**config.mk**
```make
export PLATFORM = sky130hd
export DESIGN_NAME = qch_clk_gate_ctrl
export DESIGN_NICKNAME = d
export VERILOG_FILES = /design/src/rtl/qch_pkg.sv /design/src/rtl/qch_clk_gate_ctrl_clk_icg.sv /design/src/rtl/qch_clk_gate_ctrl.sv
export SDC_FILE = /design/constraint.sdc
export NUM_CORES = 1
export LEC_CHECK = 0
export ABC_CLOCK_PERIOD_IN_PS = 1200
export BUFFER_PORTS_ARGS = -buffer_cell sky130_fd_sc_hd__buf_2
export CORE_AREA = 2 2 39 41
export DETAILED_ROUTE_END_ITERATION = 8
export DIE_AREA = 0 0 41 43
export PLACE_DENSITY = 0.65
export SLEW_MARGIN = 20
export SYNTH_ARGS = -nofsm -noshare
export SYNTH_HDL_FRONTEND = slang
export SYNTH_SLANG_ARGS = --single-unit
export TNS_END_PERCENT = 30
```
**constraint.sdc**
```tcl
create_clock -name clk_in -period 1.2 [get_ports clk_in]
set_input_delay 0.12 -clock clk_in [delete_from_list [all_inputs] [get_ports clk_in]]
set_output_delay 0.12 -clock clk_in [all_outputs]
set_load 0.1 [all_outputs]
```
**src/rtl/qch_pkg.sv**
```systemverilog
// Shared types for the Q-channel clock-gating controller.
// Holds the FSM state encoding (visible on q_state_out) and its width.
// Imported by qch_clk_gate_ctrl.
package qch_pkg;

  localparam int QCH_STATE_W = 3;

  typedef enum logic [QCH_STATE_W-1:0] {
    QCH_RUN      = 3'd0,
    QCH_REQUEST  = 3'd1,
    QCH_STOPPED  = 3'd2,
    QCH_WAKE     = 3'd3,
    QCH_EXIT     = 3'd4,
    QCH_CONTINUE = 3'd5
  } qch_state_e;

endpackage

```
**src/rtl/qch_clk_gate_ctrl_clk_icg.sv**
```systemverilog
// Glitch-free clock gate: latch open while clk_in is low, AND with clk_in.
// Ports: clk_in source clock, en_in functional enable, test_en_in scan
//   override, clk_out gated clock. Swap for a library ICG cell in synthesis.
module clk_icg (
  input  logic clk_in,
  input  logic en_in,
  input  logic test_en_in,
  output logic clk_out
);

  logic en_latch;

  // Enable only changes while clk_in is low, so the AND never sees a
  // transition during the high phase and cannot produce a runt pulse.
  always_latch begin
    if (!clk_in) en_latch <= en_in | test_en_in;
  end

  assign clk_out = clk_in & en_latch;

endmodule

```
**src/rtl/qch_clk_gate_ctrl.sv**
```systemverilog
// Q-channel clock-gating controller: idle hysteresis, Q-channel handshake
// and glitch-free gating of the device clock. Optional macro QCH_SYNC_EN
// adds 2-flop synchronisers on all handshake/activity inputs (+2 cycles).
// Ports: clk_in/rst_n_in, qactive_in[NUM_DEV], wake_in, qacceptn_in,
//   qdenyn_in, scan_en_in -> qreqn_out, gated_clk_out, clk_en_out,
//   q_state_out, proto_err_out (sticky until reset). All outputs registered
//   except gated_clk_out, which is clk_in through the ICG.
module qch_clk_gate_ctrl
  import qch_pkg::*;
#(
  parameter int NUM_DEV     = 2,
  parameter int HYST_CYCLES = 8
) (
  input  logic                   clk_in,
  input  logic                   rst_n_in,
  input  logic [NUM_DEV-1:0]     qactive_in,
  input  logic                   wake_in,
  input  logic                   qacceptn_in,
  input  logic                   qdenyn_in,
  input  logic                   scan_en_in,
  output logic                   qreqn_out,
  output logic                   gated_clk_out,
  output logic                   clk_en_out,
  output logic [QCH_STATE_W-1:0] q_state_out,
  output logic                   proto_err_out
);

  // A zero-cycle hysteresis still needs a 1-bit counter to stay legal.
  localparam int CNT_W = (HYST_CYCLES > 0) ? $clog2(HYST_CYCLES + 1) : 1;
  localparam logic [CNT_W-1:0] HYST_MAX = CNT_W'(HYST_CYCLES);

  logic [NUM_DEV-1:0] qact;
  logic               wake;
  logic               acc_n;
  logic               deny_n;

`ifdef QCH_SYNC_EN
  localparam int SYNC_W = NUM_DEV + 3;
  // Active-low handshake lines reset to their idle-high level.
  localparam logic [SYNC_W-1:0] SYNC_RST = {2'b11, {(NUM_DEV + 1){1'b0}}};

  logic [SYNC_W-1:0] sync1_q;
  logic [SYNC_W-1:0] sync2_q;

  always_ff @(posedge clk_in or negedge rst_n_in) begin
    if (!rst_n_in) begin
      sync1_q <= SYNC_RST;
      sync2_q <= SYNC_RST;
    end else begin
      sync1_q <= {qacceptn_in, qdenyn_in, wake_in, qactive_in};
      sync2_q <= sync1_q;
    end
  end

  assign {acc_n, deny_n, wake, qact} = sync2_q;
`else
  assign qact   = qactive_in;
  assign wake   = wake_in;
  assign acc_n  = qacceptn_in;
  assign deny_n = qdenyn_in;
`endif

  logic qact_any;
  assign qact_any = |qact;

  qch_state_e       state_q,  state_d;
  logic [CNT_W-1:0] cnt_q,    cnt_d;
  logic             err_q,    err_d;
  logic             qreqn_q,  qreqn_d;
  logic             clk_en_q, clk_en_d;

  // State register; outputs are registered from the next state so that
  // nothing on the output side is combinational from an input.
  always_ff @(posedge clk_in or negedge rst_n_in) begin
    if (!rst_n_in) begin
      state_q  <= QCH_RUN;
      cnt_q    <= '0;
      err_q    <= 1'b0;
      qreqn_q  <= 1'b1;
      clk_en_q <= 1'b1;
    end else begin
      state_q  <= state_d;
      cnt_q    <= cnt_d;
      err_q    <= err_d;
      qreqn_q  <= qreqn_d;
      clk_en_q <= clk_en_d;
    end
  end

  // Next-state logic. The counter only runs in RUN; it is held at zero
  // everywhere else so every return to RUN starts a fresh idle window.
  always_comb begin
    state_d = state_q;
    cnt_d   = '0;
    err_d   = err_q;
    unique case (state_q)
      QCH_RUN: begin
        // The device must not answer a request that was never made.
        if (!acc_n || !deny_n) err_d = 1'b1;
        if (qact_any) begin
          cnt_d = '0;
        end else if (cnt_q == HYST_MAX) begin
          state_d = QCH_REQUEST;
        end else begin
          cnt_d = cnt_q + CNT_W'(1);
        end
      end
      QCH_REQUEST: begin
        // Deny takes priority; accept and deny together is illegal.
        if (!deny_n) begin
          state_d = QCH_CONTINUE;
          if (!acc_n) err_d = 1'b1;
        end else if (!acc_n) begin
          state_d = QCH_STOPPED;
        end
      end
      QCH_STOPPED:  if (qact_any || wake) state_d = QCH_WAKE;
      QCH_WAKE:     state_d = QCH_EXIT;
      QCH_EXIT:     if (acc_n) state_d = QCH_RUN;
      QCH_CONTINUE: if (deny_n) state_d = QCH_RUN;
      default:      state_d = QCH_RUN;
    endcase
  end

  // Output decode from the next state.
  always_comb begin
    qreqn_d  = 1'b1;
    clk_en_d = 1'b1;
    unique case (state_d)
      QCH_REQUEST, QCH_WAKE: qreqn_d = 1'b0;
      QCH_STOPPED: begin
        qreqn_d  = 1'b0;
        clk_en_d = 1'b0;
      end
      default: ;
    endcase
  end

  assign qreqn_out     = qreqn_q;
  assign clk_en_out    = clk_en_q;
  assign q_state_out   = state_q;
  assign proto_err_out = err_q;

  clk_icg u_icg (
    .clk_in     (clk_in),
    .en_in      (clk_en_q),
    .test_en_in (scan_en_in),
    .clk_out    (gated_clk_out)
  );

endmodule

```
Word level (Yosys, flattened, before mapping). Cells that the tools add are included.

Bits in registers: 10. Bits in latches: 1. Bits in writable memories: 0. ROM bits: 0. Input bits: 8. Memories kept: 0.

$add $sub $neg: 1. $mul: 0. Div/mod/pow operators: 0. Order comparisons: 0. Eq/ne operators: 12. Shift-type cells: 0. Multiplexer cells: 18. Bitwise gates (word level): 2. Reduce and logical (&&, ||, !) cells: 9.

Operators by type and width (count): $mux W3 (7); $pmux W3 S6 (1); $eq A3 B2 Y1 const B (4); $mux W4 (3); $eq A3 B1 Y1 const B (2); $eq A3 B3 Y1 const B (2); $mux W1 (6); $ne A2 B2 Y1 const B (3); $add A4 B1 Y4 const B (1); $eq A4 B4 Y1 const B (1); $reduce_and A4 Y1 (1); $logic_not A3 Y1 (1); $reduce_or A3 Y1 (1); $logic_not A1 Y1 (2); $logic_or A1 B1 Y1 (2); $pmux W1 S2 (1); $reduce_bool A2 Y1 (1); $reduce_or A2 Y1 (1); $and A1 B1 Y1 (1); $or A1 B1 Y1 (1).

Depth between registers and ports, before layout. Gate-level depths: netlist of the first run.

Depth after elaboration: 7. Gate-level depth with buffers: 6.

Hierarchy. Synthesis of the first run repeated with hierarchy kept, for this count alone.

Cell total of the unflattened synthesis: 50. Area total of the unflattened synthesis: 521.8 um^2.

By module, submodules not included: qch_clk_gate_ctrl (instances 1, cells each 47, area an instance 494.2 um^2); clk_icg (instances 1, cells each 3, area an instance 27.5 um^2).

==> impl_metrics.csv, run 1 <==
group,metric,value,unit
worst_setup_path,critPathMaxStageDelay,0.32,ns
final_layout,fill_cells,119,
pwr,power,0.002882,W
run_status,violations,"setup timing",
routing,routed_wl,1.078,mm
floorplanning,top_level_ports,15,
routing,post-route-drc-count,0,
logic_synthesis,synth-async-reset-ratio,90.91,%
worst_setup_path,startpoint_type,"latch",
logic_synthesis,syn_area_per_cell,10.44,um2
final_layout,drive_above_1_share,51.90,%
min_path,hold_class,"in2reg",
sta,hold_violations,0,
logic_synthesis,yosysWarnings,0,
sta,setup_tns,-1.788,ns
sta,final-setup-viol-count,15,
floorplanning,die_w,41,um
floorplanning,die_area,1763,um2
worst_setup_path,worst-r2r-cell-count,4,
min_path,hold_start,"qactive_in[1]",
min_path,hold_path_end,"cnt_q[3]",
floorplanning,fp.coreArea,1384,um2
sta,slew_headroom,79.62,%
worst_setup_path,cp.arrival,1.68,ns
placed_design,place.gp.congestion,0.7084,
sta,maxSlewViolCount,0,
worst_setup_path,crit_buf_inv,1,
worst_setup_path,slowest_stage,"dlxtn_2",
cts,clkTransAtPathRegs,0.06,ns
logic_synthesis,synth_top_family_by_area,"simple AND/OR/NAND/NOR gates",
min_path,holdPathStages,4,
run_status,status,"complete, but fails checks",
pwr,powerDensity,3367,nW/um2
floorplanning,die_y,43,um
worst_setup_path,crit_fanout,1,
global_route,grt_max_degree,11,
final_layout,diodes,0,
job,drv_cap,0,
routing,drtAntennaViolNets,0,
cts,clk_latency,0.37,ns
logic_synthesis,synth_fa_ha_area_share,4.796,%
sta,rsz0062_at_grt,"true",
sta,timing.final.ws_setup,-0.6012,ns
sta,fin_skew,0.005441,ns
routing,drt_iter0_drc,6,
logic_synthesis,synth_xor_xnor_area_share,3.357,%
sta,hold_ws,0.06519,ns
worst_setup_path,crit_type,"latch2out",
worst_setup_path,critPathCaptureType,"output port",
logic_synthesis,synth_compound_area_share,11.03,%
cts,cts_tree,"built",
sta,tightest_slew,0.3034,ns
routing,via_per_inst,4.600,
final_layout,design_area,855.8,um2
worst_setup_path,crit_family,"latches",
worst_setup_path,critPathRequiredTime,1.08,ns
logic_synthesis,yosysUniqueCellTypes,24,
worst_setup_path,timing.reg2reg.setup_slack,-0.18,ns
worst_setup_path,critical_path.cell_chain,"dlxtn_2, and2_4, buf_12",
global_route,overflow,0,
floorplanning,rows,14,
routing,wl_per_cell,11.35,um
global_route,first_global_vias,446,
logic_synthesis,postSynthNetCount,60,
routing,drt-pass1-iter-count,4,
global_route,antenna_found_initial,0,
logic_synthesis,yosysTopAreaCell,"dfrtp_1",
logic_synthesis,synth_seq_cells,11,
logic_synthesis,yosys-top-cells-area,"dfrtp_1 (38%), dfstp_2 (10%), ha_1 (4.8%), nor2_1 (4.3%), nor4_4 (4.1%)",
global_route,grt_use_total,16.77,%
logic_synthesis,synth_top_area_share,38.37,%
worst_setup_path,r2r-end,"qreqn_out",
logic_synthesis,synthMuxAreaShare,1.918,%
pwr,leakage,0.3977,nW
worst_setup_path,r2r_start,"q_state_out[2]",
floorplanning,start_util,37.70,%
routing,vias,437,
logic_synthesis,syn_inst,50,
final_layout,syn_to_final_growth,64.03,%
logic_synthesis,synthSimpleGateAreaFrac,24.70,%
placed_design,port_buffers,14,
final_layout,nets,90,
global_route,grt_pass1_wl,1.766,mm
pwr,peakVddDrop,2.187,mV
placed_design,post_dp_cell_area,767.0,um2
logic_synthesis,syn-cell-area,521.8,um2
logic_synthesis,synth_ff_type,"dfrtp_1",
logic_synthesis,synth_edf_count,0,
cts,cts_setup_buffers,0,
==> layout by cell type (no fill, tap or decap) <==
master,Yosys,final
a211oi_2,1,1
dfrtp_1,8,5
nand2b_1,3,2
or2_4,0,1
buf_12,0,6
a21oi_1,3,3
or2_2,2,1
buf_4,0,6
a21oi_2,1,1
dlygate4sd3_1,0,1
dfstp_2,2,1
buf_2,0,7
o21bai_1,1,1
nor2b_1,1,1
nor4_4,1,1
xor2_1,1,1
clkbuf_1,0,1
nand2b_4,0,1
xnor2_1,1,1
ha_1,2,2
buf_6,0,2
nand2_1,3,3
nor2_1,6,6
nand3_1,1,1
or3b_1,1,1
clkbuf_4,0,6
inv_1,4,4
dfstp_4,0,1
and2_1,2,1
dfrtp_4,0,3
dlxtn_2,0,1
nor3_1,2,2
mux2i_1,1,1
o22a_1,1,1
o21ai_2,0,1
and2_4,0,1
==> timing repair <==
item | in CTS | in global routing
hold buffers | 1 | 0
pin swaps | 2 | 1
resized for setup | 8 | 2
hold endpoints to repair | 10 | 0
setup endpoints to repair | 15 | 15
==> cell type report <==
| class | instances | area, um2 | area share (%) |
|---|---|---|---|
| Sequential cell | 11 | 284.0 | 33.19 |
| Multi-Input combinational cell | 35 | 255.2 | 29.82 |
| Timing Repair Buffer | 21 | 212.7 | 24.85 |
| Clock buffer | 8 | 68.82 | 8.041 |
| Tap cell | 16 | 20.02 | 2.339 |
| Inverter | 4 | 15.01 | 1.754 |
==> worst register-to-register path, stage by stage, from the launching register on <==
cell and delay (ns):
dfrtp_4 0.48, or2_4 0.28, nor4_4 0.23, a211oi_2 0.15
mux2i_1 0.17
==> cell families after synthesis <==
group,Yosys count
fa+ha+maj,2
simple gates,22
flops,10
mux,1
buf+inv,4
compound gates,8
xor+xnor,2
latches,1
==> cell usage after synthesis (2+ instances only) <==
cell type,instances
inv_1,4
ha_1,2
or2_2,2
and2_1,2
nor3_1,2
a21oi_1,3
dfstp_2,2
nor2_1,6
dfrtp_1,8
nand2b_1,3
nand2_1,3
==> stage by stage <==
stage | std cells | worst slack, ns | util [%]
after floorplan | 50 | -0.4693 | -
final | 95 | -0.6012 | 61.84
after global placement | 87 | -0.4346 | 55.43
after detailed placement | 87 | -0.4371 | 55.43
after global routing | 95 | -0.6755 | 61.84
after CTS | 95 | -0.6137 | 61.48
==> flip-flops by register name, summed over array words and instances, names as in the netlist <==
register / cells
clk_en_out: 1
proto_err_out: 1
cnt_q: 4
q_state_out: 3
u_icg.en_latch: 1
qreqn_out: 1
==> worst max-delay path by stage <==
| stage | startpoint | to | cells after the start |
|---|---|---|---|
| global route | u_icg.en_latch | gated_clk_out | 3 |
| finish | u_icg.en_latch | gated_clk_out | 3 |
| floorplan | u_icg.en_latch | gated_clk_out | 1 |
| CTS | u_icg.en_latch | gated_clk_out | 3 |
| global placement | u_icg.en_latch | gated_clk_out | 2 |
| detailed placement | u_icg.en_latch | gated_clk_out | 2 |
==> where the power goes <==
| group | total, W | internal (W) | switching [W] |
|---|---|---|---|
| combinational | 0.00139 | 0.000573 | 0.000814 |
| sequential | 0.000601 | 0.000515 | 0.0000856 |
| clock | 0.000894 | 0.000432 | 0.000462 |
==> layer usage <==
layer | GRT usage, % | share of wire [%] | wire length (um)
met2 | 22.81 | 55 | 598
met1 | 17.39 | 40 | 436
met4 | 12.00 | 1.0 | 11
met3 | 11.52 | 3.0 | 32
met5 | 0 | 0 | 0
No activity file was read; power rests on OpenSTA's default activity.
==> inputs of run 2 (changes only) <==
--- a/config.mk
+++ b/config.mk
@@ -11,8 +11,8 @@
 export DETAILED_ROUTE_END_ITERATION = 8
 export DIE_AREA = 0 0 41 43
 export PLACE_DENSITY = 0.65
-export SLEW_MARGIN = 20
 export SYNTH_ARGS = -nofsm -noshare
 export SYNTH_HDL_FRONTEND = slang
+export SYNTH_HIERARCHICAL = 1
 export SYNTH_SLANG_ARGS = --single-unit
 export TNS_END_PERCENT = 30
==> run 2 against run 1 <==
Net effect: the flow still finishes with violations (setup timing); clock power grew 2%; clock-buffer cell count is the same; die area is the same; via count is the same; critical path depth is the same.
==> impl_metrics.csv, run 2 <==
group,metric,value,unit
global_route,antenna_found_initial,0,
worst_setup_path,setup.worst_path.start,"u_icg/en_latch",
routing,drt-pass1-iter-count,4,
final_layout,diodes,0,
floorplanning,die_area,1763,um2
placed_design,port_buffers,14,
cts,clkTransAtPathRegs,0.07,ns
floorplanning,die_w,41,um
final_layout,drive_above_1_share,53.75,%
worst_setup_path,startpoint_type,"latch",
cts,cts_tree,"built",
sta,rsz0062_at_grt,"true",
job,drv_cap,0,
worst_setup_path,crit_fanout,1,
logic_synthesis,yosys-top-cells-count,"dfrtp_1 (8), nor2_1 (6), inv_1 (4)",
final_layout,largest_register,"cnt_q",
logic_synthesis,postSynthNetCount,60,
logic_synthesis,synth_top_area_share,38.37,%
floorplanning,start_util,37.70,%
pwr,leakage,0.4067,nW
pwr,powerDensity,3320,nW/um2
sta,hold_violations,0,
logic_synthesis,yosysWarnings,6,
global_route,overflow,0,
floorplanning,rows,14,
routing,vias,437,
routing,post-route-drc-count,0,
logic_synthesis,synth.most_common_cell,"dfrtp_1",
worst_setup_path,critPathCaptureType,"output port",
final_layout,multiInputGateArea,275.3,um2
worst_setup_path,crit_type,"latch2out",
floorplanning,fp.coreArea,1384,um2
worst_setup_path,cp.arrival,1.71,ns
min_path,hold_start,"qactive_in[0]",
run_status,violations,"setup timing",
worst_setup_path,critPathRequiredTime,1.08,ns
final_layout,final_cell_mix,"buf_2 (7), buf_4 (7), clkbuf_4 (6), buf_12 (6)",
sta,timing.final.ws_setup,-0.6330,ns
routing,wl_per_cell,11.02,um
logic_synthesis,syn_area_per_cell,10.44,um2
sta,maxSlewViolCount,0,
logic_synthesis,yosysTopAreaCell,"dfrtp_1",
final_layout,fill_cells,119,
logic_synthesis,synth_seq_cells,11,
sta,slew_headroom,80.15,%
final_layout,nets,91,
sta,fin_skew,0.006743,ns
routing,drt_iter0_drc,3,
final_layout,seq_area,282.8,um2
logic_synthesis,syn-cell-area,521.8,um2
placed_design,post_dp_cell_area,767.0,um2
logic_synthesis,yosysUniqueCellTypes,25,
global_route,grt_use_total,17.19,%
global_route,grt_pass1_wl,1.863,mm
routing,drtAntennaViolNets,0,
global_route,grt_max_degree,11,
placed_design,place.gp.congestion,0.7230,
cts,clk_latency,0.38,ns
run_status,status,"complete, but fails checks",
sta,final-setup-viol-count,14,
floorplanning,top_level_ports,15,
worst_setup_path,r2r_start,"q_state_out[2]",
min_path,hold_class,"in2reg",
final_layout,largest_reg_flops,4,
final_layout,design_area,882.1,um2
routing,routed_wl,1.058,mm
final_layout,syn_to_final_growth,69.06,%
logic_synthesis,synth-async-reset-ratio,90.91,%
logic_synthesis,synth_ff_type,"dfrtp_1",
logic_synthesis,synth_edf_count,0,
routing,via_per_inst,4.552,
global_route,first_global_vias,479,
logic_synthesis,syn_inst,50,
pwr,peakVddDrop,1.699,mV
logic_synthesis,yosys-top-cells-area,"dfrtp_1 (38%), dfstp_2 (10%), ha_1 (4.8%), nor2_1 (4.3%), nor4_4 (4.1%)",
sta,setup_tns,-1.623,ns
floorplanning,die_y,43,um
sta,tightest_slew,0.2956,ns
[run 2: changes by cell type in the layout (fill, tap and decap cells not counted), sizes merged]
cell  previous run  this run
buf             21        22
[run 2: final cells by class]
cell class	count	share of cell area, %
Sequential cell	11	32.06
Multi-Input combinational cell	35	31.21
Timing Repair Buffer	22	24.96
Clock buffer	8	7.801
Tap cell	16	2.270
Inverter	4	1.702
[run 2: per-layer routing]
layer / GRT usage (%) / part of all wire [%]
met2: 21.88 / 51
met1: 17.45 / 44
met3: 14.14 / 3.8
met4: 13.33 / 0.76
met5: 0 / 0
[run 2: kinds of logic after synthesis]
group	share of synthesized area [%]
muxes	1.919
DFF	48.44
xor gates and xnor gates	3.358
AOI/OAI and AO/OA	11.03
latches	2.877
buffers and inverters	2.877
and+or+nand+nor	24.70
adders and majority gates	4.795
[run 2: report_power, final]
part           internal (W)  switching, W  total [W]  leakage [nW]
combinational      0.000597      0.000831    0.00143         0.235
sequential         0.000513     0.0000755   0.000588         0.129
clock              0.000432      0.000479   0.000912        0.0429
[run 2: timing repair]
item / 4_1_cts / 5_1_grt
gates resized for setup: 12 / 2
buffers inserted: 1 / 0
pin swaps: 1 / 2
setup endpoints to repair: 15 / 16
hold endpoints to repair: 10 / 0
cloned: 0 / 0
hold buffers: 1 / 0
[run 2: per-stage QoR]
stage	instances	worst slack, ns	total power (W)	hold slack, ns	util [%]
detailed placement	87	-0.4429	0.002328	-0.009877	55.43
floorplan	50	-0.4520	0.001770	-0.1756	-
finish	96	-0.6330	0.002928	0.05385	63.74
global placement	87	-0.4289	0.002316	-0.01539	55.43
global route	96	-0.7207	0.003090	0.02542	63.74
CTS	96	-0.6395	0.002941	0.03923	63.20
[run 2: critical path, stage by stage (launching register included)]
cell     delay [ns]
dlxtn_1           0
dlxtn_1        0.33
and2_4         0.14
buf_12         0.16
[run 2: worst paths after layout]
path	endpoint	slack (ns)	cells past startpoint
max in group asynchronous	qreqn_out	0.82	2
max	gated_clk_out	-0.63	3
min reg2reg	proto_err_out	0.49	1
min in group asynchronous	cnt_q[1]	0.12	2
max reg2reg	qreqn_out	-0.14	4
min	cnt_q[3]	0.05	4
==> inputs of run 3 (changes only) <==
--- a/config.mk
+++ b/config.mk
@@ -5,12 +5,11 @@
 export SDC_FILE = /design/constraint.sdc
 export NUM_CORES = 1
 export LEC_CHECK = 0
-export ABC_CLOCK_PERIOD_IN_PS = 1200
+export ABC_CLOCK_PERIOD_IN_PS = 2300
 export BUFFER_PORTS_ARGS = -buffer_cell sky130_fd_sc_hd__buf_2
 export CORE_AREA = 2 2 39 41
 export DETAILED_ROUTE_END_ITERATION = 8
 export DIE_AREA = 0 0 41 43
-export PLACE_DENSITY = 0.65
 export SYNTH_ARGS = -nofsm -noshare
 export SYNTH_HDL_FRONTEND = slang
 export SYNTH_HIERARCHICAL = 1
==> constraint.sdc (replaced) <==
create_clock -name clk_in -period 2.3 [get_ports clk_in]
set_input_delay 0.23 -clock clk_in [delete_from_list [all_inputs] [get_ports clk_in]]
set_output_delay 0.23 -clock clk_in [all_outputs]
set_load 0.1 [all_outputs]
==> run 3 against run 2 <==
Net effect: the flow still finishes with violations (setup timing); setup slack gained 0.47 ns; sequential cell count is the same; total power down 58%; cell count fell by 8.3%; via count fell by 6.2%; clock skew is essentially flat; sequential power decreased by 50%; global-route usage is 1.7 points lower; final area down 22%; critical path depth shrank 1; register-to-register slack better by 0.70 ns; combinational power fell by 67%; critical path type unchanged; critical endpoint unchanged.
==> impl_metrics.csv, run 3 (same netlist as run 2, synthesis figures left out) <==
group,metric,value,unit
cts,clkTransAtPathRegs,0.07,ns
routing,routed_wl,886,um
placed_design,place.gp.congestion,0.7418,
floorplanning,die_w,41,um
min_path,hold_start,"scan_en_in",
pwr,combPwrFrac,38.1,%
job,drv_cap,0,
final_layout,final_cell_mix,"buf_2 (13), dfrtp_1 (8), nor2_1 (6), clkbuf_4 (6), inv_1 (4)",
sta,tightest_slew,0.4882,ns
cts,cts_setup_buffers,0,
routing,post-route-drc-count,0,
sta,hold_violations,0,
sta,timing.final.ws_setup,-0.1627,ns
final_layout,largest_register,"cnt_q",
pwr,p_clk_share,38.0,%
sta,fin_skew,0.007081,ns
routing,route.met3.wl,37,um
floorplanning,fp.coreArea,1384,um2
worst_setup_path,critPathCaptureType,"output port",
routing,maxUsedRoutingLayer,"met3",
floorplanning,start_util,37.70,%
worst_setup_path,r2r_start,"clk_en_out",
placed_design,port_buffers,14,
placed_design,hpwlAfterDp,684.4,um
final_layout,fill_cells,136,
final_layout,final_common_cell,"buf_2",
worst_setup_path,r2r-end,"u_icg/en_latch",
pwr,leakage,0.3375,nW
routing,drt-met1-wl,401,um
min_path,hold_class,"in2latch",
final_layout,diodes,0,
worst_setup_path,worst-r2r-cell-count,1,
final_layout,final-instance-count-excl-fill,88,
run_status,violations,"setup timing",
global_route,grt_use_total,15.46,%
final_layout,syn_to_final_growth,32.13,%
worst_setup_path,startpoint_type,"latch",
worst_setup_path,timing.reg2reg.setup_slack,0.56,ns
global_route,grt_pass1_wl,1.711,mm
worst_setup_path,cp.arrival,2.23,ns
floorplanning,die_area,1763,um2
cts,clk_latency,0.37,ns
placed_design,placedCellCount,80,
global_route,overflow,0,
floorplanning,rows,14,
global_route,first_global_vias,460,
placed_design,dp_slack,0.04356,ns
routing,drt-pass1-iter-count,2,
global_route,grt_max_degree,11,
floorplanning,die_y,43,um
pwr,p_switching,0.0006598,W
final_layout,nets,83,
final_layout,largest_reg_flops,4,
worst_setup_path,slowest_stage,"dlxtn_2",
pwr,powerDensity,1794,nW/um2
final_layout,drive_above_1_share,38.89,%
sta,final-setup-viol-count,2,
sta,slew_headroom,67.68,%
pwr,p_int,0.0005769,W
routing,wl_met2,447,um
worst_setup_path,critPathMaxStageDelay,0.40,ns
worst_setup_path,crit_fanout,1,
worst_setup_path,critical_path.cell_chain,"and2_4, buf_12",
worst_setup_path,crit_type,"latch2out",
worst_setup_path,setup.worst_path.start,"u_icg/en_latch",
routing,drt_iter0_drc,1,
worst_setup_path,cp-endpoint,"gated_clk_out",
sta,rsz0062_at_grt,"true",
routing,via_per_inst,4.659,
sta,maxSlewViolCount,0,
run_status,status,"complete, but fails checks",
routing,drtAntennaViolNets,0,
routing,vias,410,
global_route,antenna_found_initial,0,
pwr,p_sw_share,53.35,%
pwr,peakVddDrop,0.9853,mV
cts,cts_tree,"built",
pwr,seqPwrFrac,23.8,%
routing,wl_per_cell,10.07,um
worst_setup_path,critPathRequiredTime,2.07,ns
floorplanning,top_level_ports,15,
[run 3: changes by cell type in the layout (fill, tap and decap cells not counted), sizes merged]
cell  change
buf       -8
[run 3: worst min-delay path by stage]
stage	end	slack (ns)	cells after the start
floorplan	cnt_q[0]	-0.07	0
global placement	cnt_q[0]	0.10	1
detailed placement	cnt_q[3]	0.1	1
CTS	u_icg/en_latch	0.15	2
global route	u_icg/en_latch	0.14	2
finish	u_icg/en_latch	0.17	2
[run 3: through the flow]
| stage | hold slack [ns] | util [%] | total power [W] | area [um2] | TNS, ns |
|---|---|---|---|---|---|
| 2_1_floorplan | -0.06559 | - | 0.0008597 | 521.8 | -0.1860 |
| 3_3_place_gp | 0.1004 | 44.21 | 0.0009483 | 611.8 | 0 |
| 3_5_place_dp | 0.09913 | 44.21 | 0.0009515 | 611.8 | 0 |
| 4_1_cts | 0.1517 | 49.73 | 0.001253 | 688.2 | -0.1759 |
| 5_1_grt | 0.1446 | 49.82 | 0.001305 | 689.4 | -0.2070 |
| 6_report | 0.1680 | 49.82 | 0.001237 | 689.4 | -0.1627 |
[run 3: power groups by stage]
stage	Combinational (W)	Clock, W	Sequential (W)
2_1_floorplan	0.000138	0.000162	0.000560
3_3_place_gp	0.000472	0.000179	0.000298
3_5_place_dp	0.000475	0.000179	0.000298
4_1_cts	0.000477	0.000481	0.000295
5_1_grt	0.000498	0.000503	0.000304
6_report	0.000471	0.000471	0.000295
[run 3: critical path, delay by kind of cell, from the launching register on]
kind / cells / cell delay (ns)
latches: 1 / 0.40
buf+inv: 1 / 0.16
simple gates: 1 / 0.14
[run 3: area by class of cell]
type	count	area, um2	share of cell area (%)
sequential	11	269.0	39.02
multi-input combinational	35	241.5	35.03
timing repair buffer	14	75.07	10.89
clock buffer	8	68.82	9.982
tap	16	20.02	2.904
inverter	4	15.01	2.178
[run 3: routing by layer]
layer | GRT usage, % | vias to the layer above
li1 | - | 213
met1 | 16.78 | 191
met2 | 20.00 | 6
met3 | 8.377 | 0
met4 | 14.67 | 0
met5 | 0 | -
[run 3: repair_timing]
item                       4_1_cts  5_1_grt
resized for setup                5        1
hold endpoints to repair        10        0
setup endpoints to repair        2        2
hold buffers                     1        0
pin swaps                        0        0
